## config.mk

```make
export PLATFORM = sky130hd
export DESIGN_NAME = pr_arbiter_ctrl
export DESIGN_NICKNAME = d
export VERILOG_FILES = /design/src/rtl/pr_arbiter_ctrl.sv
export SDC_FILE = /design/constraint.sdc
export NUM_CORES = 1
export LEC_CHECK = 0
export CORE_AREA = 4 4 57 59
export CTS_CLUSTER_DIAMETER = 60
export DETAILED_ROUTE_END_ITERATION = 8
export DIE_AREA = 0 0 61 63
export PLACE_DENSITY = 0.72
export SYNTH_ARGS = -nofsm -noshare
export SYNTH_HDL_FRONTEND = slang
export SYNTH_SLANG_ARGS = --single-unit
```

## constraint.sdc

```tcl
create_clock -name clk -period 1.6 [get_ports clk]
set_input_delay 0.4 -clock clk [delete_from_list [all_inputs] [get_ports clk]]
set_output_delay 0.4 -clock clk [all_outputs]
set_load 0.02 [all_outputs]
```

## src/rtl/pr_arbiter_ctrl.sv

```systemverilog
`default_nettype none
// ============================================================================
//  Module   : pr_arbiter_ctrl
//  Brief    : Registered one-hot request arbiter with owner hold, hold-timeout
//             preemption and one-shot requeue mask. Define PR_ARB_RR_EN for
//             rotating priority; otherwise fixed priority, MSB highest.
//  Revision : 1.0 - initial release
// ============================================================================
module pr_arbiter_ctrl #(
    parameter int wordLen  = 8,
    parameter int MAX_HOLD = 4
) (
    input  logic                       clk,
    input  logic                       rst,
    input  logic [wordLen-1:0]         req,
    output logic [wordLen-1:0]         gnt,
    output logic                       gnt_valid,
    output logic [$clog2(wordLen)-1:0] gnt_id,
    output logic                       preempt
);

    localparam int                c_ID_W      = $clog2(wordLen);
    localparam int                c_HC_W      = (MAX_HOLD < 2) ? 1 : $clog2(MAX_HOLD + 1);
    localparam logic [c_HC_W-1:0] c_HOLD_LAST = (MAX_HOLD == 0) ? '0 : c_HC_W'(MAX_HOLD - 1);
    localparam logic [0:0]        c_IDLE      = 1'b0;
    localparam logic [0:0]        c_GRANT     = 1'b1;

    logic [0:0]         r_state,    w_state_nxt;
    logic [wordLen-1:0] r_gnt,      w_gnt_nxt;
    logic [c_ID_W-1:0]  r_gnt_id,   w_gnt_id_nxt;
    logic               r_preempt,  w_preempt_nxt;
    logic [c_HC_W-1:0]  r_hold_cnt, w_hold_nxt;
    logic [wordLen-1:0] r_mask,     w_mask_nxt;
    logic [wordLen-1:0] w_cand;
    logic [c_ID_W-1:0]  w_win_id;
    logic [wordLen-1:0] w_win_oh;
`ifdef PR_ARB_RR_EN
    logic [c_ID_W-1:0]  r_ptr,      w_ptr_nxt;
`endif

    assign w_cand   = req & ~r_mask;
    assign w_win_oh = {{(wordLen-1){1'b0}}, 1'b1} << w_win_id;

    // Later loop iterations overwrite earlier hits, so the last hit is the winner.
    always_comb begin
        w_win_id = '0;
`ifdef PR_ARB_RR_EN
        for (int k = wordLen - 1; k >= 0; k--) begin
            if (w_cand[(int'(r_ptr) + wordLen - k) % wordLen]) begin
                w_win_id = c_ID_W'((int'(r_ptr) + wordLen - k) % wordLen);
            end
        end
`else
        for (int i = 0; i < wordLen; i++) begin
            if (w_cand[i]) begin
                w_win_id = c_ID_W'(i);
            end
        end
`endif
    end

    always_comb begin
        w_state_nxt   = r_state;
        w_gnt_nxt     = r_gnt;
        w_gnt_id_nxt  = r_gnt_id;
        w_preempt_nxt = 1'b0;
        w_hold_nxt    = r_hold_cnt;
        w_mask_nxt    = r_mask;
`ifdef PR_ARB_RR_EN
        w_ptr_nxt     = r_ptr;
`endif
        case (r_state)
            c_IDLE: begin
                // The mask only ever covers a single IDLE arbitration.
                w_mask_nxt = '0;
                w_gnt_nxt  = '0;
                if (w_cand != '0) begin
                    w_state_nxt  = c_GRANT;
                    w_gnt_nxt    = w_win_oh;
                    w_gnt_id_nxt = w_win_id;
                    w_hold_nxt   = '0;
`ifdef PR_ARB_RR_EN
                    w_ptr_nxt    = (w_win_id == '0) ? c_ID_W'(wordLen - 1) : w_win_id - 1'b1;
`endif
                end
            end
            default: begin
                if (!req[r_gnt_id]) begin
                    w_state_nxt = c_IDLE;
                    w_gnt_nxt   = '0;
                    w_mask_nxt  = '0;
                end else if (MAX_HOLD != 0 && r_hold_cnt == c_HOLD_LAST) begin
                    w_state_nxt   = c_IDLE;
                    w_gnt_nxt     = '0;
                    w_preempt_nxt = 1'b1;
                    w_mask_nxt    = r_gnt;
                end else if (MAX_HOLD != 0) begin
                    w_hold_nxt = r_hold_cnt + 1'b1;
                end
            end
        endcase
    end

    always_ff @(posedge clk) begin
        if (rst) begin
            r_state    <= c_IDLE;
            r_gnt      <= '0;
            r_gnt_id   <= '0;
            r_preempt  <= 1'b0;
            r_hold_cnt <= '0;
            r_mask     <= '0;
`ifdef PR_ARB_RR_EN
            r_ptr      <= c_ID_W'(wordLen - 1);
`endif
        end else begin
            r_state    <= w_state_nxt;
            r_gnt      <= w_gnt_nxt;
            r_gnt_id   <= w_gnt_id_nxt;
            r_preempt  <= w_preempt_nxt;
            r_hold_cnt <= w_hold_nxt;
            r_mask     <= w_mask_nxt;
`ifdef PR_ARB_RR_EN
            r_ptr      <= w_ptr_nxt;
`endif
        end
    end

    assign gnt       = r_gnt;
    assign gnt_valid = |r_gnt;
    assign gnt_id    = r_gnt_id;
    assign preempt   = r_preempt;

endmodule
`default_nettype wire

```

# Word-level counts from Yosys, hierarchy flattened
# Index checks and enable logic that the tools add are counted.
# W data, S select, Z words.
[word_totals] ff_bits=24 out_inout_bits=13
[classes] eq_ne=4 add_sub_neg=1 shifts=1 bitwise_logic=4 muxes=22 n_reduce_logical=6 order_cmp=1
[ops] cell="$mux W8" count=4
[ops] cell="$mux W3" count=9
[ops] cell="$and A8 B8 Y8" count=1
[ops] cell="$not A8 Y8" count=1
[ops] cell="$reduce_bool A8 Y1" count=1
[ops] cell="$reduce_or A8 Y1" count=1
[ops] cell="$shl A1 B3 Y8 const A" count=1
[ops] cell="$mux W1" count=7
[ops] cell="$lt A3 B4 Y1 const B" count=1
[ops] cell="$add A3 B1 Y3 const B" count=1
[ops] cell="$bmux W1 S3" count=1
[ops] cell="$eq A3 B2 Y1 const B" count=1
[ops] cell="$ne A3 B2 Y1 const B" count=1
[ops] cell="$reduce_and A3 Y1" count=1
[ops] cell="$reduce_or A3 Y1" count=1
[ops] cell="$mux W2" count=1
[ops] cell="$ne A2 B1 Y1 const B" count=1
[ops] cell="$ne A2 B2 Y1 const B" count=1
[ops] cell="$not A1 Y1" count=2
[ops] cell="$reduce_and A2 Y1" count=1
[ops] cell="$reduce_bool A2 Y1" count=1

# Depth between registers and ports, before layout
# Gate-level depths: netlist (run 1).
[depth] ltp_word=12 ltp_mapped=7 mapped_depth_nobuf=6

# Worst setup path before layout (run 1)
# No wires, ideal clock.
[synth_path] path_kind="register to register" from="register r_gnt_id[0], in the netlist gnt_id[0]" to="register r_hold_cnt[2]" setup_time_ps=131 stages_incl_launch_ff=8 setup_slack_ps=26 arrival_ps=1443 cell_sequence="dfxtp_1 buf_6 mux2i_1 a221oi_1 nand4_1 buf_6 nand4b_1 o41ai_2"
[synth_between] elab_chain_cells=4
[synth_rtl] item="start, declared" line_no="30" text="logic [c_ID_W-1:0] r_gnt_id, w_gnt_id_nxt;"
[synth_rtl] item="start signal, assigned" line_no="118" text="r_gnt_id <= w_gnt_id_nxt;"
[synth_rtl] item="$bmux W1 S3" line_no="88" text="if (!req[r_gnt_id]) begin"
[synth_rtl] item="$mux W1 (implied by the code)" line_no="88"
[synth_rtl] item="$ne A2 B1 Y1 (no line)"
[synth_rtl] item="$reduce_and A3 Y1 (no line)"
[synth_rtl] item="end signal, assigned" line_no="120" text="r_hold_cnt <= w_hold_nxt;"
[synth_rtl] item="end, declared" line_no="32" text="logic [c_HC_W-1:0] r_hold_cnt, w_hold_nxt;"
# Every way passes these cells. The select of a mux whose other input is x is not followed.
# A chain may end at the register's enable or synchronous reset.

# Worst setup path after layout (run 1)
[layout_path] from="register r_gnt[6], in the netlist gnt[6]" to="output gnt_valid"
[layout_between] elab_chain_cells=1
[layout_rtl] item="start, declared" line_no="29" text="logic [wordLen-1:0] r_gnt, w_gnt_nxt;"
[layout_rtl] item="start signal, assigned" line_no="117" text="r_gnt <= w_gnt_nxt;"
[layout_rtl] item="$reduce_or A8 Y1" line_no="129" text="assign gnt_valid = |r_gnt;"
[layout_rtl] item="end, declared" line_no="17" text="output logic gnt_valid,"
# Every way passes these cells.

==> out/metrics.csv, run 1 <==
metric;value;unit
cp.depth;3;
yosys_warnings;0;
max-cap-violations;0;
switching_share;0.3029;
relSlewSlack;0.6516;
hpwl;2477;um
end_kind;primary output;
placed_area;0.001643;sq mm
final-setup-viol-count;1;
power_switching;0.3757;mW
ys_seq_area_frac;0.3963;
insertion_delay;0.33;ns
port_buffers;22;
netlist-cell-type-count;37;
drt-vias-per-instance;5.730;
ioPinCount;23;
finalInstanceArea;0.001867;sq mm
ir_drop;508.9;uV
wl;3736;um
synth_area;0.001212;sq mm
layout_commonest_cell;buf_4;
crit_arrival;1.22;ns
p_clk_frac;0.215;
cts_sinks;24;
layout-drive-gt1-share;0.4056;
slowest_delay;0.36;ns
rsz0062_at_grt;true;
initial_core_util;0.4474;
period_needed;1.622;ns
r2r_cells;7;
critical_path.cell_chain;nor4_4, nand2_1, buf_6;
final_cell_mix;buf_4, dfxtp_1, nor2_1, mux2i_1, dlygate4sd2_1;
ys_async_sr_fraction;0;
drtIter0Drc;45;
grt_pass1_vias;1224;
avgSynthCellArea;9.547;sq um
gp_congestion;0.8829;
cts_buffers;3;
antenna_found_initial;0;
finalCritPeriodShare;1.014;
fin_skew;0.01505;ns
ys_ff_latch;24;
cts_htree_levels;1;
grt_pass1_wl;5816;um
worstMarginPinSlew;0.5215;ns
leakage;0.7688;nW
required;1.20;ns
whs_path_depth;2;
r2r_slack;0.01;ns
syn-num-nets;139;
drv_slew;0;
intPower;0.8646;mW
grt_start_max_net_pins;16;
synth_cells;127;
layout.nets;194;
finalWorstSetupSlack;-0.02169;ns
antenna_cells;0;
status;finished, violations left;
hold_violations;0;
clock-root-buffer;clkbuf_4;
die_w;61;um
fin_util;0.6888;
worst_setup_hold_path_clk_slew;0.13;ns
synth-edff-count;0;
crit_fanout;2;
rows;19;
fp.dieH;63;um
total_power;1.240;mW
cts_tree;yes;
core;0.002710;sq mm
area_growth;53.97;%
gr-total-overflow;0;
grt_use_total;0.1989;
clock_path_buffers;2;
hold_class;reg2reg;
synthFlopType;dfxtp_1;
power_frac_comb;0.264;
vias;1209;
start_kind;flop;
crit_path_top_delay_cell;dfxtp_2;
ant_nets;0;
wl_per_cell;17.71;um
p_seq_frac;0.521;
crit_buf_inv;1;
drcViolationCount;0;
cp_top_family;simple AND/OR/NAND/NOR gates;
violations;setup timing;
critPathKind;reg2out;
clock.fmax;616.6;MHz
fp.dieArea;0.003843;sq mm
detail_route.first_pass.iterations;5;
cts_hold_repair.buffers;0;
powerDensity;664.4;mW/mm^2
sequential cells by signal, summed over array words and instances (netlist names):
register    count
gnt_id          3
r_hold_cnt      3
r_mask          8
preempt         1
gnt             8
r_state         1
stage by stage:
stage          cells  setup TNS [ns]  hold slack [ns]  setup slack, ns
2_1_floorplan    127               0           0.4511          0.02643
3_3_place_gp     202          -8.283           0.4828          -0.5220
3_5_place_dp     202          -9.475           0.4892          -0.5713
4_1_cts          209        -0.02052           0.5209         -0.02052
5_1_grt          211         -0.3932           0.5745          -0.1113
6_report         211        -0.02169           0.5222         -0.02169
layout make-up:
type                       instances  area (sq um)
fill                             207         843.3
multi-input combinational         91         827.0
tap                               31         38.79
clock buffer                       3         22.52
inverter                           6         22.52
sequential                        24         491.7
timing repair buffer              56         464.2
cell families after synthesis:
kind of cell	count (synthesis)	synth area share
muxes	12	0.09908
DFF	24	0.3963
and+or+nand+nor	52	0.2549
buffers and inverters	12	0.05056
AOI/OAI and AO/OA	25	0.1785
adders and majority gates	2	0.02064
Yosys cell counts, drive strengths merged (2+ instances only):
cell type  number  area share
dfxtp          24        0.40
nor2           19       0.065
mux2i          12       0.099
nor2b           8       0.041
nand2b          7       0.036
inv             6       0.019
a21oi           5       0.021
buf             4       0.026
nand2           4       0.012
nand4b          3       0.022
nor4            3       0.021
o2bb2ai         3       0.022
o32ai           3       0.022
a221oi          2       0.020
clkbuf          2      0.0062
ha              2       0.021
nand3           2      0.0083
nand3b          2       0.012
nand4           2       0.023
o21ai           2      0.0083
o41ai           2       0.027
final timing paths:
kind | startpoint | endpoint
worst min-delay path | r_mask[1] | r_mask[1]
worst max-delay path | gnt[6] | gnt_valid
worst min register to register | r_mask[1] | r_mask[1]
worst max register to register | r_hold_cnt[1] | gnt[6]
timing repair:
item                       CTS  global route
pin swaps                    6            10
resized for setup           38            35
cloned                       1             0
setup buffers                3             2
hold endpoints to repair     0             0
setup endpoints to repair   32            28
worst min-delay path, cell delays in order, from the launching register on:
cell     delay, ns
dfxtp_1       0.35
mux2i_1       0.07
nor2_1        0.08
power groups by stage:
stage | Combinational, mW | Sequential [mW] | Clock [mW]
after floorplan | 0.146 | 0.658 | 0
after global routing | 0.349 | 0.649 | 0.307
final | 0.327 | 0.647 | 0.266
after global placement | 0.274 | 0.652 | 0
after CTS | 0.289 | 0.641 | 0.261
after detailed placement | 0.278 | 0.653 | 0
routing by layer:
| metal | GRT usage | wire [um] |
|---|---|---|
| met3 | 0.03512 | 151 |
| met1 | 0.2553 | 1545 |
| met5 | 0 | 0 |
| met2 | 0.3275 | 1932 |
| met4 | 0.06504 | 106 |
(Power assumes the default switching activity.)
==> run 2: changes to the inputs <==
--- a/config.mk
+++ b/config.mk
@@ -7,6 +7,7 @@
 export LEC_CHECK = 0
 export CORE_AREA = 4 4 57 59
 export CTS_CLUSTER_DIAMETER = 60
+export CTS_CLUSTER_SIZE = 20
 export DETAILED_ROUTE_END_ITERATION = 8
 export DIE_AREA = 0 0 61 63
 export PLACE_DENSITY = 0.72
==> results of run 2 <==
The final DEF is identical to that of run 1; final timing and power are the same.
==> run 3: changes to the inputs <==
--- a/config.mk
+++ b/config.mk
@@ -10,7 +10,9 @@
 export CTS_CLUSTER_SIZE = 20
 export DETAILED_ROUTE_END_ITERATION = 8
 export DIE_AREA = 0 0 61 63
+export GPL_ROUTABILITY_DRIVEN = 0
 export PLACE_DENSITY = 0.72
+export SLEW_MARGIN = 10
 export SYNTH_ARGS = -nofsm -noshare
 export SYNTH_HDL_FRONTEND = slang
 export SYNTH_SLANG_ARGS = --single-unit
==> run 3 against run 2 <==
  * The run still ends with setup timing left
  * Design area is 0.87% higher
  * Die area stayed put
  * Critical path depth increased by 4
  * Flip-flop and latch count unchanged
  * Register-to-register slack about the same
  * Sequential share of layout area shrank 0.23 points
  * Critical endpoint is now gnt[6]
  * Largest power group unchanged
==> out/metrics.csv, run 3 (synthesized netlist as in run 1, its figures left out) <==
metric;value;unit
powerDensity;691.2;mW/mm^2
dp.cells;203;
hpwl;2490;um
violations;setup timing;
cts_buffers;3;
final-setup-viol-count;1;
drv_slew;0;
fp.dieArea;0.003843;sq mm
worst_setup_hold_path_clk_slew;0.13;ns
required;1.88;ns
power_switching;0.3869;mW
rsz0062_at_grt;true;
clock-root-buffer;clkbuf_4;
hold_violations;0;
max-cap-violations;0;
wl;3588;um
cts_hold_repair.buffers;0;
total_power;1.302;mW
finalWorstSetupSlack;-0.003185;ns
intPower;0.9147;mW
clock.fmax;623.8;MHz
area_growth;55.32;%
drtIter0Drc;38;
crit_start;r_hold_cnt[1];
layout-drive-gt1-share;0.4199;
crit_arrival;1.88;ns
rows;19;
grt_pass1_vias;1184;
die_w;61;um
wl_per_cell;16.92;um
relSlewSlack;0.5869;
antenna_cells;0;
ioPinCount;23;
drt-vias-per-instance;5.590;
fp.dieH;63;um
insertion_delay;0.33;ns
clock_path_buffers;2;
grt_pass1_wl;5692;um
fin_skew;0.006752;ns
leakage;0.7593;nW
critPathKind;reg2reg;
ir_drop;684.1;uV
layout_commonest_cell;buf_4;
drcViolationCount;0;
final_cell_mix;buf_4, nor2_1, dfxtp_1, mux2i_1, dlygate4sd2_1;
cts_htree_levels;1;
port_buffers;22;
reg2reg_from;r_hold_cnt[1];
p_seq_frac;0.498;
placed_area;0.001650;sq mm
core;0.002710;sq mm
fin_util;0.6948;
power_frac_comb;0.250;
finalInstanceArea;0.001883;sq mm
grt_use_total;0.1980;
grt_start_max_net_pins;16;
crit_path_top_delay_cell;dfxtp_2;
cp_common_cell;ha_4;
p_clk_frac;0.253;
initial_core_util;0.4474;
cts_sinks;24;
final_cells;212;
ant_nets;0;
hp-start;r_mask[0];
finalCritPeriodShare;1.002;
slowest_delay;0.36;ns
end_kind;flop;
start_kind;flop;
vias;1185;
crit_fanout;6;
gr-total-overflow;0;
antenna_found_initial;0;
tns;-0.003185;ns
worstMarginPinSlew;0.6188;ns
cts_tree;yes;
period_needed;1.603;ns
layout.nets;194;
status;finished, violations left;
switching_share;0.2973;
detail_route.first_pass.iterations;4;
hold_class;reg2reg;
critical_path.cell_chain;ha_4, ha_4, a221oi_2, nand4_1, buf_6, o32a_4, nor2_4;
run 3: worst paths after layout:
| path | to | slack [ns] | cells past startpoint |
|---|---|---|---|
| worst max-delay path | gnt[6] | -0.003 | 7 |
| worst min-delay path | r_mask[0] | 0.51 | 2 |
| worst max register to register | gnt[6] | -0.003 | 7 |
| worst min register to register | r_mask[0] | 0.51 | 2 |
run 3: power by group through the flow:
stage | Sequential [mW] | Combinational, mW | Clock, mW
6_report | 0.648 | 0.325 | 0.329
4_1_cts | 0.644 | 0.301 | 0.321
5_1_grt | 0.651 | 0.347 | 0.363
2_1_floorplan | 0.658 | 0.146 | 0
3_5_place_dp | 0.654 | 0.280 | 0
3_3_place_gp | 0.653 | 0.276 | 0
run 3: layout make-up:
type	instances	area (sq um)
clock buffer	4	36.28
inverter	6	22.52
sequential	24	491.7
multi-input combinational	91	840.8
timing repair buffer	56	452.9
fill	205	827.0
tap	31	38.79
run 3: timing repair:
action,CTS,global route
pin swaps,11,9
setup endpoints to repair,32,32
gates resized for setup,45,29
setup buffers,3,1
endpoints found under the hold margin,0,0
cloned,1,0
run 3: critical path: cells and delay by family (launching register included):
family / cells / cell delay [ns]
adder cells (fa/ha/maj): 2 / 0.32
buffers and inverters: 1 / 0.22
flip-flops: 1 / 0.36
AO/OA/AOI/OAI: 2 / 0.37
AND/OR/NAND/NOR: 2 / 0.27
run 3: layer usage:
metal,share of wire,track usage,vias up,wire length (um)
met5,0,0,-,0
met4,0.025,0.08672,0,91
met3,0.043,0.03719,8,156
met2,0.51,0.3249,32,1820
met1,0.42,0.2437,572,1519
li1,-,-,573,-
run 3: per-stage QoR:
stage / setup WS, ns / hold slack [ns]
after floorplan: 0.02643 / 0.4511
after global placement: -0.5197 / 0.4795
after detailed placement: -0.5323 / 0.4814
after CTS: -0.1026 / 0.5125
after global routing: -0.06422 / 0.5381
final: -0.003185 / 0.5118
